[config.mk]
export PLATFORM = sky130hd
export DESIGN_NAME = mem_arbiter
export DESIGN_NICKNAME = d
export VERILOG_FILES = /design/src/rtl/cpu_pkg.sv /design/src/rtl/mem_arbiter.sv
export SDC_FILE = /design/constraint.sdc
export NUM_CORES = 1
export LEC_CHECK = 0
export ABC_AREA = 1
export BUFFER_PORTS_ARGS = -buffer_cell sky130_fd_sc_hd__buf_2
export CAP_MARGIN = 20
export CORE_UTILIZATION = 43
export DETAILED_ROUTE_END_ITERATION = 10
export MAX_ROUTING_LAYER = met4
export PLACE_DENSITY = 0.81
export SLEW_MARGIN = 20
export SYNTH_ARGS = -nofsm -noshare
export SYNTH_HDL_FRONTEND = slang
export SYNTH_SLANG_ARGS = --single-unit
export TNS_END_PERCENT = 20
[constraint.sdc]
create_clock -name CLK -period 1.41 [get_ports CLK]
set_input_delay 0 -clock CLK [delete_from_list [all_inputs] [get_ports CLK]]
set_output_delay 0 -clock CLK [all_outputs]
set_load 0.005 [all_outputs]
[src/rtl/cpu_pkg.sv]
// Shared definitions for the memory arbiter: FSM state encoding and requester ids.
package cpu_pkg;

    typedef enum logic [1:0] {
        IDLE = 2'd0,
        BUSY = 2'd1,
        RESP = 2'd2
    } state_t;

    localparam logic PORT_IF = 1'b0;
    localparam logic PORT_DM = 1'b1;

endpackage

[src/rtl/mem_arbiter.sv]
// Two-port (fetch / data) round-robin arbiter onto a single shared memory port.
// One outstanding transaction; a BUSY-cycle watchdog aborts stalled accesses.
module mem_arbiter
    import cpu_pkg::*;
#(
    parameter int AW      = 32,
    parameter int DW      = 32,
    parameter int TIMEOUT = 16
) (
    input  logic          CLK,
    input  logic          Reset_n,
    input  logic          if_req,
    input  logic [AW-1:0] if_addr,
    output logic          if_gnt,
    output logic          if_rvalid,
    output logic [DW-1:0] if_rdata,
    input  logic          dm_req,
    input  logic          dm_we,
    input  logic [AW-1:0] dm_addr,
    input  logic [DW-1:0] dm_wdata,
    output logic          dm_gnt,
    output logic          dm_rvalid,
    output logic [DW-1:0] dm_rdata,
    output logic          err,
    output logic          mem_req,
    output logic          mem_we,
    output logic [AW-1:0] mem_addr,
    output logic [DW-1:0] mem_wdata,
    input  logic          mem_ack,
    input  logic [DW-1:0] mem_rdata
);

    localparam logic [7:0] TIMEOUT_CNT = 8'(TIMEOUT);

    state_t        state_reg;
    state_t        state_next;
    logic          owner_reg;
    logic          last_gnt_reg;
    logic [AW-1:0] addr_reg;
    logic          we_reg;
    logic [DW-1:0] wdata_reg;
    logic [7:0]    cnt_reg;
    logic          err_reg;
    logic [DW-1:0] if_rdata_reg;
    logic [DW-1:0] dm_rdata_reg;

    logic any_req;
    logic winner;
    logic timed_out;

    assign any_req   = if_req | dm_req;
    // Contention goes to whichever port did not win last time.
    assign winner    = (if_req && dm_req) ? ~last_gnt_reg : dm_req;
    assign timed_out = (cnt_reg == TIMEOUT_CNT);

    always_ff @(posedge CLK or negedge Reset_n) begin
        if (!Reset_n) begin
            state_reg <= IDLE;
        end else begin
            state_reg <= state_next;
        end
    end

    always_comb begin
        state_next = state_reg;
        case (state_reg)
            IDLE: if (any_req) state_next = BUSY;
            BUSY: if (mem_ack || timed_out) state_next = RESP;
            RESP: state_next = IDLE;
            default: state_next = IDLE;
        endcase
    end

    always_ff @(posedge CLK or negedge Reset_n) begin
        if (!Reset_n) begin
            owner_reg    <= PORT_IF;
            last_gnt_reg <= PORT_IF;
            addr_reg     <= '0;
            we_reg       <= 1'b0;
            wdata_reg    <= '0;
            cnt_reg      <= '0;
            err_reg      <= 1'b0;
            if_rdata_reg <= '0;
            dm_rdata_reg <= '0;
        end else begin
            case (state_reg)
                IDLE: begin
                    if (any_req) begin
                        owner_reg    <= winner;
                        last_gnt_reg <= winner;
                        addr_reg     <= (winner == PORT_DM) ? dm_addr : if_addr;
                        we_reg       <= (winner == PORT_DM) && dm_we;
                        wdata_reg    <= (winner == PORT_DM) ? dm_wdata : '0;
                        cnt_reg      <= 8'd1;
                        err_reg      <= 1'b0;
                    end
                end
                BUSY: begin
                    if (mem_ack) begin
                        err_reg <= 1'b0;
                        // Writes leave the read-data register untouched.
                        if (!we_reg) begin
                            if (owner_reg == PORT_DM) dm_rdata_reg <= mem_rdata;
                            else                      if_rdata_reg <= mem_rdata;
                        end
                    end else if (timed_out) begin
                        err_reg <= 1'b1;
                        if (owner_reg == PORT_DM) dm_rdata_reg <= '0;
                        else                      if_rdata_reg <= '0;
                    end else begin
                        cnt_reg <= cnt_reg + 8'd1;
                    end
                end
                RESP: begin
                    cnt_reg <= '0;
                end
                default: begin
                    cnt_reg <= '0;
                end
            endcase
        end
    end

    logic busy;
    logic resp;
    logic first_busy;

    assign busy       = (state_reg == BUSY);
    assign resp       = (state_reg == RESP);
    assign first_busy = busy && (cnt_reg == 8'd1);

    assign if_gnt    = first_busy && (owner_reg == PORT_IF);
    assign dm_gnt    = first_busy && (owner_reg == PORT_DM);
    assign if_rvalid = resp && (owner_reg == PORT_IF);
    assign dm_rvalid = resp && (owner_reg == PORT_DM);
    assign err       = resp && err_reg;
    assign if_rdata  = if_rdata_reg;
    assign dm_rdata  = dm_rdata_reg;

    assign mem_req   = busy;
    assign mem_we    = busy && we_reg;
    assign mem_addr  = addr_reg;
    assign mem_wdata = wdata_reg;

endmodule

==> impl_metrics.yaml <==
die:
  initial_core_util_pct: 44.5
  die_h_microns: 122
  ioPinCount: 269
  die_area_sq_um: 15000
  design.core.area_sq_um: 14000
  rows: 43
  die_x_microns: 122
final_layout:
  syn2layout_area_growth_pct: 75.1
  layout_commonest_cell: "buf_2"
  final.fill_count: 825
  drive_above_1_share_pct: 38.5
  mostFrequentLayoutCells: "buf_2 (267), nand2_1 (245), dfrtp_1 (140), dlygate4sd3_1 (130), nand3_1 (74)"
  fin_area_sq_um: 10900
  nets: 1345
  multi_input_area_sq_um: 2860
  fin_cells: 1402
  seq_area_sq_um: 3530
min_path:
  holdPathStages: 4
  hp-class: "input pin to flop"
routing:
  via_count: 7777
  drtPass1Iterations: 6
  drt_wl_total_mm: 27.6
  routed_via_density: 5.55
  wl_per_cell_microns: 19.7
  drtAntennaViolNets: 0
  drt_iter0_drc: 854
  drc: 0
global_route:
  grt-ovfl-total: 0
  grt_pass1_wl_mm: 41.4
  grt_start_max_net_pins: 50
  antenna_found_initial: 1
  grt_pass1_vias: 7983
  grt_usage_pct: 38.3
worst_setup_path:
  worstSetupStartpointType: "flop"
  crit_chain: "nor2_4, buf_6, inv_6, nor3_2, nand3_1, nor2_1, buf_2"
  critPathKind: "flop to output port"
  crit_path_end_kind: "output port"
  r2r_cells: 6
  cp.arrival_ns: 1.68
  required_ns: 1.41
  slowest_delay_ns: 0.43
  cp_max_fo: 3
  cp_slowest_cell: "dfrtp_2"
timing:
  fin_setup_tns_ns: -15.27
  final.setup.worst_slack_ns: -0.273
  finClkSkew_ns: 0.0118
  period_share_pct: 119
  fin_crit_ns: 1.68
  tightest_slew_ns: 0.518
  setup_viol: 132
  relSlewSlack_pct: 65.4
  fmax_mhz: 594
  slew_violations: 0
  hold_viol: 0
  grt_setup_unrepaired: "yes"
cts:
  clockRootBuffer: "clkbuf_16"
  h-tree-depth: 4
  numCtsBuffers: 17
  cts_tree: "done"
  clockBufferDepth: 2
  path_clk_slew_ns: 0.06
  clock_latency_ns: 0.43
  cts.sinks: 141
flow_run:
  max_cap_violations: 0
yosys:
  yosysWarningCount: 0
  synth.distinct_cells: 20
  synth_edf_count: 0
  ys_seq_elements: 141
  synthCells: 771
  seq_area_frac_synth_pct: 56.6
  syn_avg_cell_area_sq_um: 8.08
  synthArstFlopShare_pct: 100
  synthTopCellsByArea: "dfrtp_1 (57%), nand2_1 (17%), nand3_1 (8.5%)"
  yosysTopAreaCell: "dfrtp_1"
  syn_nets: 908
  synth_top_area_share_pct: 56.6
  synth_area_sq_um: 6230
  ys.flop_type: "dfrtp_1"
placement:
  detailed_place.area_sq_um: 8120
  dpl.cell_count: 1214
  dpl.hpwl_mm: 12.9
  port_buffers: 268
  place.gp.congestion: 0.929
power_and_ir_drop:
  irDropWorstVdd_uv: 1280
  power.density_nw_per_um2: 1900
  p_leak_nw: 5.88
run_status:
  violations: "setup timing"
  status: "complete, but fails checks"
## worst max-delay path, delay by kind of cell, from the launching register on
kind | cells | cell delay, ns
and+or+nand+nor | 4 | 0.52
DFF | 1 | 0.43
buffers and inverters | 3 | 0.30
## cell families after synthesis
| group | Yosys count | synth area share [%] |
|---|---|---|
| AND/OR/NAND/NOR | 449 | 29.6 |
| adder cells (fa/ha/maj) | 3 | 0.603 |
| flip-flops | 141 | 56.6 |
| AO/OA/AOI/OAI | 84 | 6.79 |
| buffers and inverters | 94 | 6.39 |
## final cells by class
| class | instances | share of cell area [%] |
|---|---|---|
| clock inverters | 12 | 1.02 |
| clock buffers | 20 | 4.19 |
| multi-input cells | 538 | 26.2 |
| repair buffers | 463 | 32.4 |
| flip-flops and latches | 141 | 32.4 |
| well taps | 180 | 2.07 |
| diodes | 1 | 0.0229 |
| inverters | 47 | 1.69 |
## stage by stage
step	worst slack, ns	util (%)	power [mW]	hold WS (ns)
4_1_cts	-0.213	75.5	19.3	0.0199
5_1_grt	-0.356	78.0	21.8	0.0566
3_5_place_dp	-0.211	58.1	13.5	-0.0144
3_3_place_gp	-0.133	58.1	13.2	-0.0118
6_report	-0.273	78.0	20.8	0.0361
2_1_floorplan	-0.0322	-	9.92	-0.296
## final timing paths
kind                              startpoint            to  slack (ns)
worst min register to register  mem_wdata[2]  mem_wdata[2]        0.47
max in group asynchronous            Reset_n   dm_rdata[6]        0.75
worst max register to register  state_reg[1]  mem_addr[20]       -0.26
worst min-delay path                 mem_ack  state_reg[0]        0.04
min in group asynchronous            Reset_n  mem_addr[23]        0.09
worst max-delay path            state_reg[1]        if_gnt       -0.27
## repair_timing
item | in CTS | in global routing
setup buffers | 14 | 2
endpoints found under the hold margin | 270 | 0
resized for setup | 62 | 104
endpoints found under the setup margin | 71 | 117
pin swaps | 37 | 25
hold buffers | 130 | 0
cloned | 9 | 4
## routing by layer
| metal | global-route usage [%] | share of wire [%] | vias up |
|---|---|---|---|
| li1 | - | - | 3331 |
| met1 | 41.0 | 34 | 3652 |
| met2 | 60.1 | 50 | 574 |
| met3 | 12.4 | 8.4 | 220 |
| met4 | 26.4 | 7.3 | 0 |
| met5 | - | 0 | - |
## synth_stat cells, types with 2 or more instances
cell type and instances:
nand2_1 289, dfrtp_1 141, nand3_1 106, o21ai_0 77, nor2_1 48, inv_1 45, clkbuf_1 25, buf_2 15
buf_4 7, a21oi_1 4, ha_1 3, inv_2 2, o21ai_1 2
## power breakdown
group	switching (mW)	leakage [nW]	internal, mW	total (mW)
Clock	1.87	0.274	2.53	4.40
Sequential	1.18	1.81	5.69	6.87
Combinational	5.36	3.79	4.13	9.48
(Power assumes the default switching activity.)
